## config.mk

```make
export PLATFORM = sky130hd
export DESIGN_NAME = delay_capture_unit_flat
export DESIGN_NICKNAME = d
export VERILOG_FILES = /design/src/rtl/delay_cap_pkg.sv /design/src/rtl/delay_capture_unit_if.sv /design/src/rtl/edge_detect.sv /design/src/rtl/delay_capture_unit.sv /design/src/flat_wrapper.sv
export SDC_FILE = /design/constraint.sdc
export NUM_CORES = 1
export LEC_CHECK = 0
export ABC_AREA = 1
export CORE_MARGIN = 8
export CORE_UTILIZATION = 40
export DETAILED_ROUTE_END_ITERATION = 6
export HOLD_SLACK_MARGIN = 0.02
export SKIP_CTS_REPAIR_TIMING = 1
export SYNTH_ARGS = -nofsm -noshare
export SYNTH_HDL_FRONTEND = slang
export SYNTH_SLANG_ARGS = --single-unit
```

## constraint.sdc

```tcl
create_clock -name clk -period 4.8 [get_ports clk]
set_clock_uncertainty 0.15 [all_clocks]
set_input_delay 1.44 -clock clk [delete_from_list [all_inputs] [get_ports clk]]
set_output_delay 1.44 -clock clk [all_outputs]
set_load 0.02 [all_outputs]
```

## src/rtl/delay_cap_pkg.sv

```systemverilog
// delay_cap_pkg: shared FSM state type, default counter width and saturation helper for delay_capture_unit
package delay_cap_pkg;
  typedef enum logic [2:0] {IDLE, WAIT_TRIG, WAIT_RISE, WAIT_FALL, REPORT} cap_state_t;
  localparam int DEFAULT_CNT_W = 16;
  function automatic longint unsigned sat_max(input int w);
    return (64'd1 << w) - 64'd1;
  endfunction
endpackage

```

## src/rtl/delay_capture_unit_if.sv

```systemverilog
// delay_capture_unit_if: trigger/delay_out observation bus plus measurement results
interface delay_capture_unit_if
  import delay_cap_pkg::*;
#(
  parameter int CNT_W = DEFAULT_CNT_W
);
  logic             arm;
  logic             trigger;
  logic             delay_out;
  logic             busy;
  logic             meas_valid;
  logic [CNT_W-1:0] meas_delay;
  logic [CNT_W-1:0] meas_width;
  logic             overflow;
  logic             timeout;
  modport master (
    output arm, trigger, delay_out,
    input  busy, meas_valid, meas_delay, meas_width, overflow, timeout
  );
  modport slave (
    input  arm, trigger, delay_out,
    output busy, meas_valid, meas_delay, meas_width, overflow, timeout
  );
endinterface

```

## src/rtl/edge_detect.sv

```systemverilog
// edge_detect: registered one-bit edge detector producing same-cycle rise/fall flags
module edge_detect (
  input  logic clk,
  input  logic reset,
  input  logic i_d,
  output logic o_rise,
  output logic o_fall
);
  logic r_q;
  // previous-cycle copy of the input
  always_ff @(posedge clk) r_q <= reset ? 1'b0 : i_d;
  assign o_rise = i_d & ~r_q;
  assign o_fall = ~i_d & r_q;
endmodule

```

## src/rtl/delay_capture_unit.sv

```systemverilog
// delay_capture_unit: measures trigger-to-rise delay and pulse width of delay_out; DELAY_CAP_TIMEOUT_EN adds a rise timeout
module delay_capture_unit
  import delay_cap_pkg::*;
#(
  parameter int CNT_W       = DEFAULT_CNT_W,
  parameter int TIMEOUT_CYC = 1000
) (
  input logic                 clk,
  input logic                 reset,
  delay_capture_unit_if.slave io_bus
);
  localparam logic [CNT_W-1:0] L_MAX = CNT_W'(sat_max(CNT_W));
  cap_state_t       r_state;
  logic [CNT_W-1:0] r_cnt;
  logic [CNT_W-1:0] r_delay;
  logic [CNT_W-1:0] r_width;
  logic             r_busy;
  logic             r_valid;
  logic             r_ovf;
  logic             r_to;
  logic             w_trig_rise;
  logic             w_unused_trig_fall;
  logic             w_dout_rise;
  logic             w_dout_fall;
  logic             w_sat;
  logic [CNT_W-1:0] w_inc;
  logic             w_to_hit;
  edge_detect u_trig (.clk(clk), .reset(reset), .i_d(io_bus.trigger), .o_rise(w_trig_rise), .o_fall(w_unused_trig_fall));
  edge_detect u_dout (.clk(clk), .reset(reset), .i_d(io_bus.delay_out), .o_rise(w_dout_rise), .o_fall(w_dout_fall));
  assign w_sat = r_cnt == L_MAX;
  assign w_inc = w_sat ? L_MAX : r_cnt + CNT_W'(1);
`ifdef DELAY_CAP_TIMEOUT_EN
  assign w_to_hit = int'(r_cnt) + 1 >= TIMEOUT_CYC;
`else
  localparam int L_UNUSED_TIMEOUT = TIMEOUT_CYC;
  assign w_to_hit = 1'b0;
`endif
  // measurement FSM: one shared counter times the delay phase, then the width phase
  always_ff @(posedge clk) begin
    if (reset) begin
      r_state <= IDLE;
      r_cnt   <= '0;
      r_delay <= '0;
      r_width <= '0;
      r_busy  <= 1'b0;
      r_valid <= 1'b0;
      r_ovf   <= 1'b0;
      r_to    <= 1'b0;
    end else begin
      r_valid <= 1'b0;
      case (r_state)
        IDLE: if (io_bus.arm) begin
          r_state <= WAIT_TRIG;
          r_busy  <= 1'b1;
          r_cnt   <= '0;
          r_delay <= '0;
          r_width <= '0;
          r_ovf   <= 1'b0;
          r_to    <= 1'b0;
        end
        WAIT_TRIG: if (w_trig_rise) begin
          r_cnt   <= '0;
          r_state <= WAIT_RISE;
        end
        WAIT_RISE: begin
          r_cnt <= w_inc;
          r_ovf <= r_ovf | w_sat;
          if (w_dout_rise) begin
            r_delay <= w_inc;
            r_cnt   <= '0;
            r_state <= WAIT_FALL;
          end else if (w_to_hit) begin
            r_to    <= 1'b1;
            r_delay <= '1;
            r_width <= '0;
            r_valid <= 1'b1;
            r_state <= REPORT;
          end
        end
        WAIT_FALL: begin
          r_cnt <= w_inc;
          r_ovf <= r_ovf | w_sat;
          if (w_dout_fall) begin
            r_width <= w_inc;
            r_valid <= 1'b1;
            r_state <= REPORT;
          end
        end
        REPORT: begin
          r_busy  <= 1'b0;
          r_state <= IDLE;
        end
        default: r_state <= IDLE;
      endcase
    end
  end
  assign io_bus.busy       = r_busy;
  assign io_bus.meas_valid = r_valid;
  assign io_bus.meas_delay = r_delay;
  assign io_bus.meas_width = r_width;
  assign io_bus.overflow   = r_ovf;
  assign io_bus.timeout    = r_to;
endmodule

```

## src/flat_wrapper.sv

```systemverilog
// flat-port wrapper written by rule: the top's interface ports become plain ports
module delay_capture_unit_flat import delay_cap_pkg::*;
#(
  parameter int CNT_W       = DEFAULT_CNT_W,
  parameter int TIMEOUT_CYC = 1000
)
  (clk, reset, io_bus_arm, io_bus_trigger, io_bus_delay_out, io_bus_busy, io_bus_meas_valid, io_bus_meas_delay, io_bus_meas_width, io_bus_overflow, io_bus_timeout);
  delay_capture_unit_if #(.CNT_W(CNT_W)) io_bus_i ();
  input logic clk;
  input logic reset;
  input wire logic [$bits(io_bus_i.arm)-1:0] io_bus_arm;
  input wire logic [$bits(io_bus_i.trigger)-1:0] io_bus_trigger;
  input wire logic [$bits(io_bus_i.delay_out)-1:0] io_bus_delay_out;
  output wire logic [$bits(io_bus_i.busy)-1:0] io_bus_busy;
  output wire logic [$bits(io_bus_i.meas_valid)-1:0] io_bus_meas_valid;
  output wire logic [$bits(io_bus_i.meas_delay)-1:0] io_bus_meas_delay;
  output wire logic [$bits(io_bus_i.meas_width)-1:0] io_bus_meas_width;
  output wire logic [$bits(io_bus_i.overflow)-1:0] io_bus_overflow;
  output wire logic [$bits(io_bus_i.timeout)-1:0] io_bus_timeout;
  assign io_bus_i.arm = io_bus_arm;
  assign io_bus_i.trigger = io_bus_trigger;
  assign io_bus_i.delay_out = io_bus_delay_out;
  assign io_bus_busy = io_bus_i.busy;
  assign io_bus_meas_valid = io_bus_i.meas_valid;
  assign io_bus_meas_delay = io_bus_i.meas_delay;
  assign io_bus_meas_width = io_bus_i.meas_width;
  assign io_bus_overflow = io_bus_i.overflow;
  assign io_bus_timeout = io_bus_i.timeout;
  delay_capture_unit #(.CNT_W(CNT_W), .TIMEOUT_CYC(TIMEOUT_CYC)) u_core (.clk(clk), .reset(reset), .io_bus(io_bus_i));
endmodule
```

* After elaboration in Yosys (flattened, before gate mapping)
Cells that the tools add are included.
** Storage, ports and cells
- Input bits :: 5
- Flip-flop bits (word level) :: 56
- Logic and storage cells :: 60
** Cells by class
- Reduce and logical (&&, ||, !) cells :: 14
- Muxes and demuxes :: 19
- Equality and inequality tests :: 9
- $add $sub $neg :: 1
- Bitwise gates (word level) :: 8
** Operators by type and width (number)
- 2-to-1 mux 16 bit :: 6
- one-hot mux 16 bit (2 select lines) :: 2
- one-hot mux 16 bit (4 select lines) :: 1
- adder 16 x 1 -> 16 bit, second input constant :: 1
- equality test 16 bit, second input constant :: 1
- 2-to-1 mux 3 bit :: 4
- one-hot mux 3 bit (4 select lines) :: 1
- AND reduction 3 bit :: 3
- inequality test 2 bit, second input constant :: 4
- nonzero test 2 bit :: 4
- equality test 3 x 2 -> 1 bit, second input constant :: 2
- NOT 1 bit :: 4
- one-hot mux 1 bit (2 select lines) :: 2
- AND reduction 2 bit :: 2
- AND reduction 4 bit :: 1
- nonzero test 4 bit :: 1
- OR reduction 2 bit :: 2
- AND 1 bit :: 3
- equality test 3 x 1 -> 1 bit, second input constant :: 1
- equality test 3 bit, second input constant :: 1
- logical NOT 3 bit :: 1
- 2-to-1 mux 1 bit :: 3
- OR 1 bit :: 1

* Longest topological paths before layout
- Word-level depth :: 4
- Gate-level depth with buffers :: 9
- Depth with buffers taken out :: 9

* Hierarchy
From an unflattened synthesis, not the netlist that was laid out.
** Unflattened totals
- Cell total of the unflattened synthesis :: 366
- Area total of the unflattened synthesis :: 2796.4 µm²
** By module, submodules not included
- delay_capture_unit :: seq. area each 1081.0 µm², area each 2718.9 µm², times used 1, cells an instance 354
- edge_detect :: seq. area each 20.0 µm², area each 38.8 µm², times used 2, cells an instance 6

* Worst setup path after synthesis
No wires, ideal clock.
- Path kind :: input to register
- Start point :: input port io_bus_delay_out
- End point :: register u_core.r_delay[10] (netlist: u_core.io_bus.meas_delay[10])
- Setup time :: 0.070 ns
- Path buffers :: 1
- Stages on the path :: 8
- Slack :: 2.341 ns
- Arrival :: 2.238 ns
- Cell sequence :: inv_1 > nor2_1 > nand2_2 > inv_2 > a21oi_4 > buf_6 > nand2_1 > a21oi_1
** On the way
- Word-level cells in the longest chain between the ends :: 3
** Ends and longest elaborated chain
- start, declared :: line flat_wrapper.sv:13 : input wire logic [$bits(io_bus_i.delay_out)-1:0] io_bus_delay_out;
- AND 1 bit :: line edge_detect.sv:12 : assign o_rise = i_d & ~r_q;
- inequality test 2 bit (no line)
- AND reduction 3 bit (no line)
- end signal, assigned :: line delay_capture_unit.sv:69 : r_delay <= w_inc;
- end, declared :: line delay_capture_unit.sv:15 : logic [CNT_W-1:0] r_delay;
No other way between the ends.
A chain may end at the register's enable or synchronous reset.

* Worst setup path in the final report
- Start point :: input port io_bus_delay_out
- End point :: register u_core.r_cnt[7]
** On the way
- Word-level cells in the longest chain between the ends :: 3
** Ends and longest elaborated chain
- AND 1 bit :: line edge_detect.sv:12
- 2-to-1 mux 16 bit :: line delay_capture_unit.sv:68 : if (w_dout_rise) begin
- one-hot mux 16 bit (4 select lines) :: line delay_capture_unit.sv:51 : case (r_state)
- end signal, assigned :: line delay_capture_unit.sv:66 : r_cnt <= w_inc;
- end signal, assigned :: line delay_capture_unit.sv:81 : r_cnt <= w_inc;
- end, declared :: line delay_capture_unit.sv:14 : logic [CNT_W-1:0] r_cnt;
No other way between the ends.

==> flow_summary.ini <==
[drt]
routedWlPerCell_um = 13.94
drt_first_pass_iters = 4
vias = 2323
drt-initial-drc-count = 97
final_antenna_net_count = 0
drc_errors = 0
vias_per_cell = 5.006
drt_wl_total_mm = 6.469

[logic_synthesis]
syn_area_per_cell_um2 = 7.178
synth_edf_count = 0
ys_warn_count = 0
synth.distinct_cells = 30
synthCells = 354
syn_area_um2 = 2541
async_flop_share_pct = 0
yosys_register_bits = 56
dominantRegCellSynth = dfxtp_1
ys_seq_area_share_pct = 44.12
syn_nets = 360

[clock_network]
cts_tree = done
clock_latency_ns = 0.30
htreeDepth = 2
cts_buffers = 5
cts_buffer_depth = 2
path_clk_slew_ns = 0.10
cts.sink_count = 56
cts_root_buffer = clkbuf_8

[critical_path]
cp_max_fo = 16
critPathKind = in -> reg
crit_slowest_cell = a21oi_2
crit_required_ns = 4.88
cp-end-kind = register
cp.depth = 7
crit_buf_inv = 3
r2r_slack_ns = 2.84
cpMostUsedCell = inv_1
crit_path_max_incr_delay_ns = 0.65
start_kind = input pin
cp.arrival_ns = 3.08
r2r_cells = 6
path_cells = clkdlybuf4s50_1, inv_1, nor2_1, a21oi_2, inv_1, o21bai_1, a21oi_1
critical_path.top_delay_family = compound AO/OA/AOI/OAI gates

[global_routing]
grtUsageTotal_pct = 14.62
grt_pass1_vias = 2222
grt_overflow = 0
grt_max_degree = 41
grt_pass1_wl_mm = 10.66
antenna_found_initial = 0

[timing]
slew_violations = 0
hold_viol = 0
setup_ws_ns = 1.804
fmax_ghz = 0.3338
setup_viol = 0
post-route-period-util_pct = 62.41
worst_pin_slew_ns = 0.8056
slew_headroom_pct = 46.29
min_period_ns = 2.996
holdWs_ns = 0.3176
rsz0062_at_grt = false
totalNegativeSetupSlack_ns = 0

[floorplanning]
initial_core_util_pct = 40.72
dieArea_um2 = 9159
die_h_um = 95.71
row_count = 29
io_pins = 41
core-area_um2 = 6241
die_w_um = 95.71

[placed_design]
portBuffers = 39
dp.cells = 457
post-place-ws_ns = 1.482
dpl_cell_area_um2 = 2945
gp_congestion = 0.8531
dp_hpwl_mm = 4.592

[finish]
utilization_pct = 49.26
fillers = 626
multiInputGateArea_um2 = 1221
nets = 393
drive_above_1_share_pct = 7.752
area.sequential_um2 = 1121
final_cells = 464
final_area_um2 = 3074
syn_to_final_growth_pct = 20.97
n_antenna_cell = 0

[pwr]
p_total_mw = 0.9737
ir_worst_vdd_v = 0.0001970
leakage_nw = 1.114
power_density_nw_per_um2 = 316.7

[hold_path]
whs_path_depth = 2
hold_path.class = reg -> reg

[run]
cap_violations = 0

[run_status]
status = finished, final reports clean
==> cell type report <==
cell class,count,share of cell area [%]
inverter,29,3.541
clock inverter,2,1.954
clock buffer,5,2.239
multi-input combinational,255,39.72
timing repair buffer,40,12.94
sequential,56,36.47
tap,77,3.134
==> flip-flops by register name, summed over array words and instances (netlist names) <==
signal and flops:
u_core.io_bus.busy 1, u_core.u_dout.r_q 1, u_core.io_bus.overflow 1, u_core.r_state 3, u_core.io_bus.meas_width 16, u_core.io_bus.meas_delay 16
u_core.io_bus.meas_valid 1, u_core.r_cnt 16, u_core.u_trig.r_q 1
==> cells in the mapped netlist (3+ instances only) <==
cell      number  area [um2]
nand3_1       18       90.09
dfxtp_1       56        1121
xor2_1         3       26.28
clkbuf_1       6       22.52
inv_1         25       93.84
buf_6          4       45.04
o21ai_0       21       105.1
inv_2          4       15.01
a21oi_1       52       260.3
o21bai_1       3       22.52
nand2_1      109       409.1
nand2_2        4       25.02
nor2_1        22       82.58
buf_2          3       15.01
==> routing by layer <==
layer	up-vias	track usage, %	wire [um]
met5	-	0	0
met2	43	25.26	3255
met3	2	2.964	294
li1	1200	-	-
met4	0	4.353	25
met1	1078	17.86	2894
==> placed cells by master (no fill, tap or decap), drive strengths merged, types with 5 or more instances in the layout <==
cell type | Yosys | layout
clkbuf | 6 | 5
clkdlybuf4s50 | 0 | 39
inv | 29 | 29
dfxtp | 56 | 56
nand2 | 115 | 115
o21ai | 23 | 23
a21oi | 54 | 54
nand3 | 19 | 19
nor2 | 26 | 26
==> kinds of logic (layout without fill, tap and decap cells) <==
logic type,Yosys count,after routing,share of synthesized area (%)
buf+inv,43,76,7.828
xor+xnor,5,5,1.724
compound gates,82,82,17.38
other cells,1,1,0.1476
simple gates,166,166,28.31
fa+ha+maj,1,1,0.4923
flops,56,56,44.12
==> power breakdown <==
group / switching (mW) / total (mW) / internal, mW
sequential: 0.0109 / 0.494 / 0.483
combinational: 0.0821 / 0.128 / 0.0460
clock: 0.147 / 0.352 / 0.205
total: 0.240 / 0.974 / 0.734
==> path summary, 6_finish.rpt <==
kind / from / endpoint
worst min register to register: u_core.io_bus.meas_delay[1]$_SDFFE_PP0P_ / u_core.io_bus.meas_delay[1]$_SDFFE_PP0P_
worst max register to register: u_core.r_state[0]$_SDFFE_PP0P_ / u_core.io_bus.meas_width[8]$_SDFFE_PP0P_
worst min-delay path: u_core.io_bus.meas_delay[1]$_SDFFE_PP0P_ / u_core.io_bus.meas_delay[1]$_SDFFE_PP0P_
worst max-delay path: io_bus_delay_out / u_core.r_cnt[7]$_SDFFE_PP0P_
==> worst reg2reg max path, delay by kind of cell, from the launching register on <==
family,cells,cell delay (ns)
simple gates,3,0.89
flops,1,0.43
compound gates,2,0.29
buf+inv,1,0.14
No activity file was read; power rests on OpenSTA's default activity.
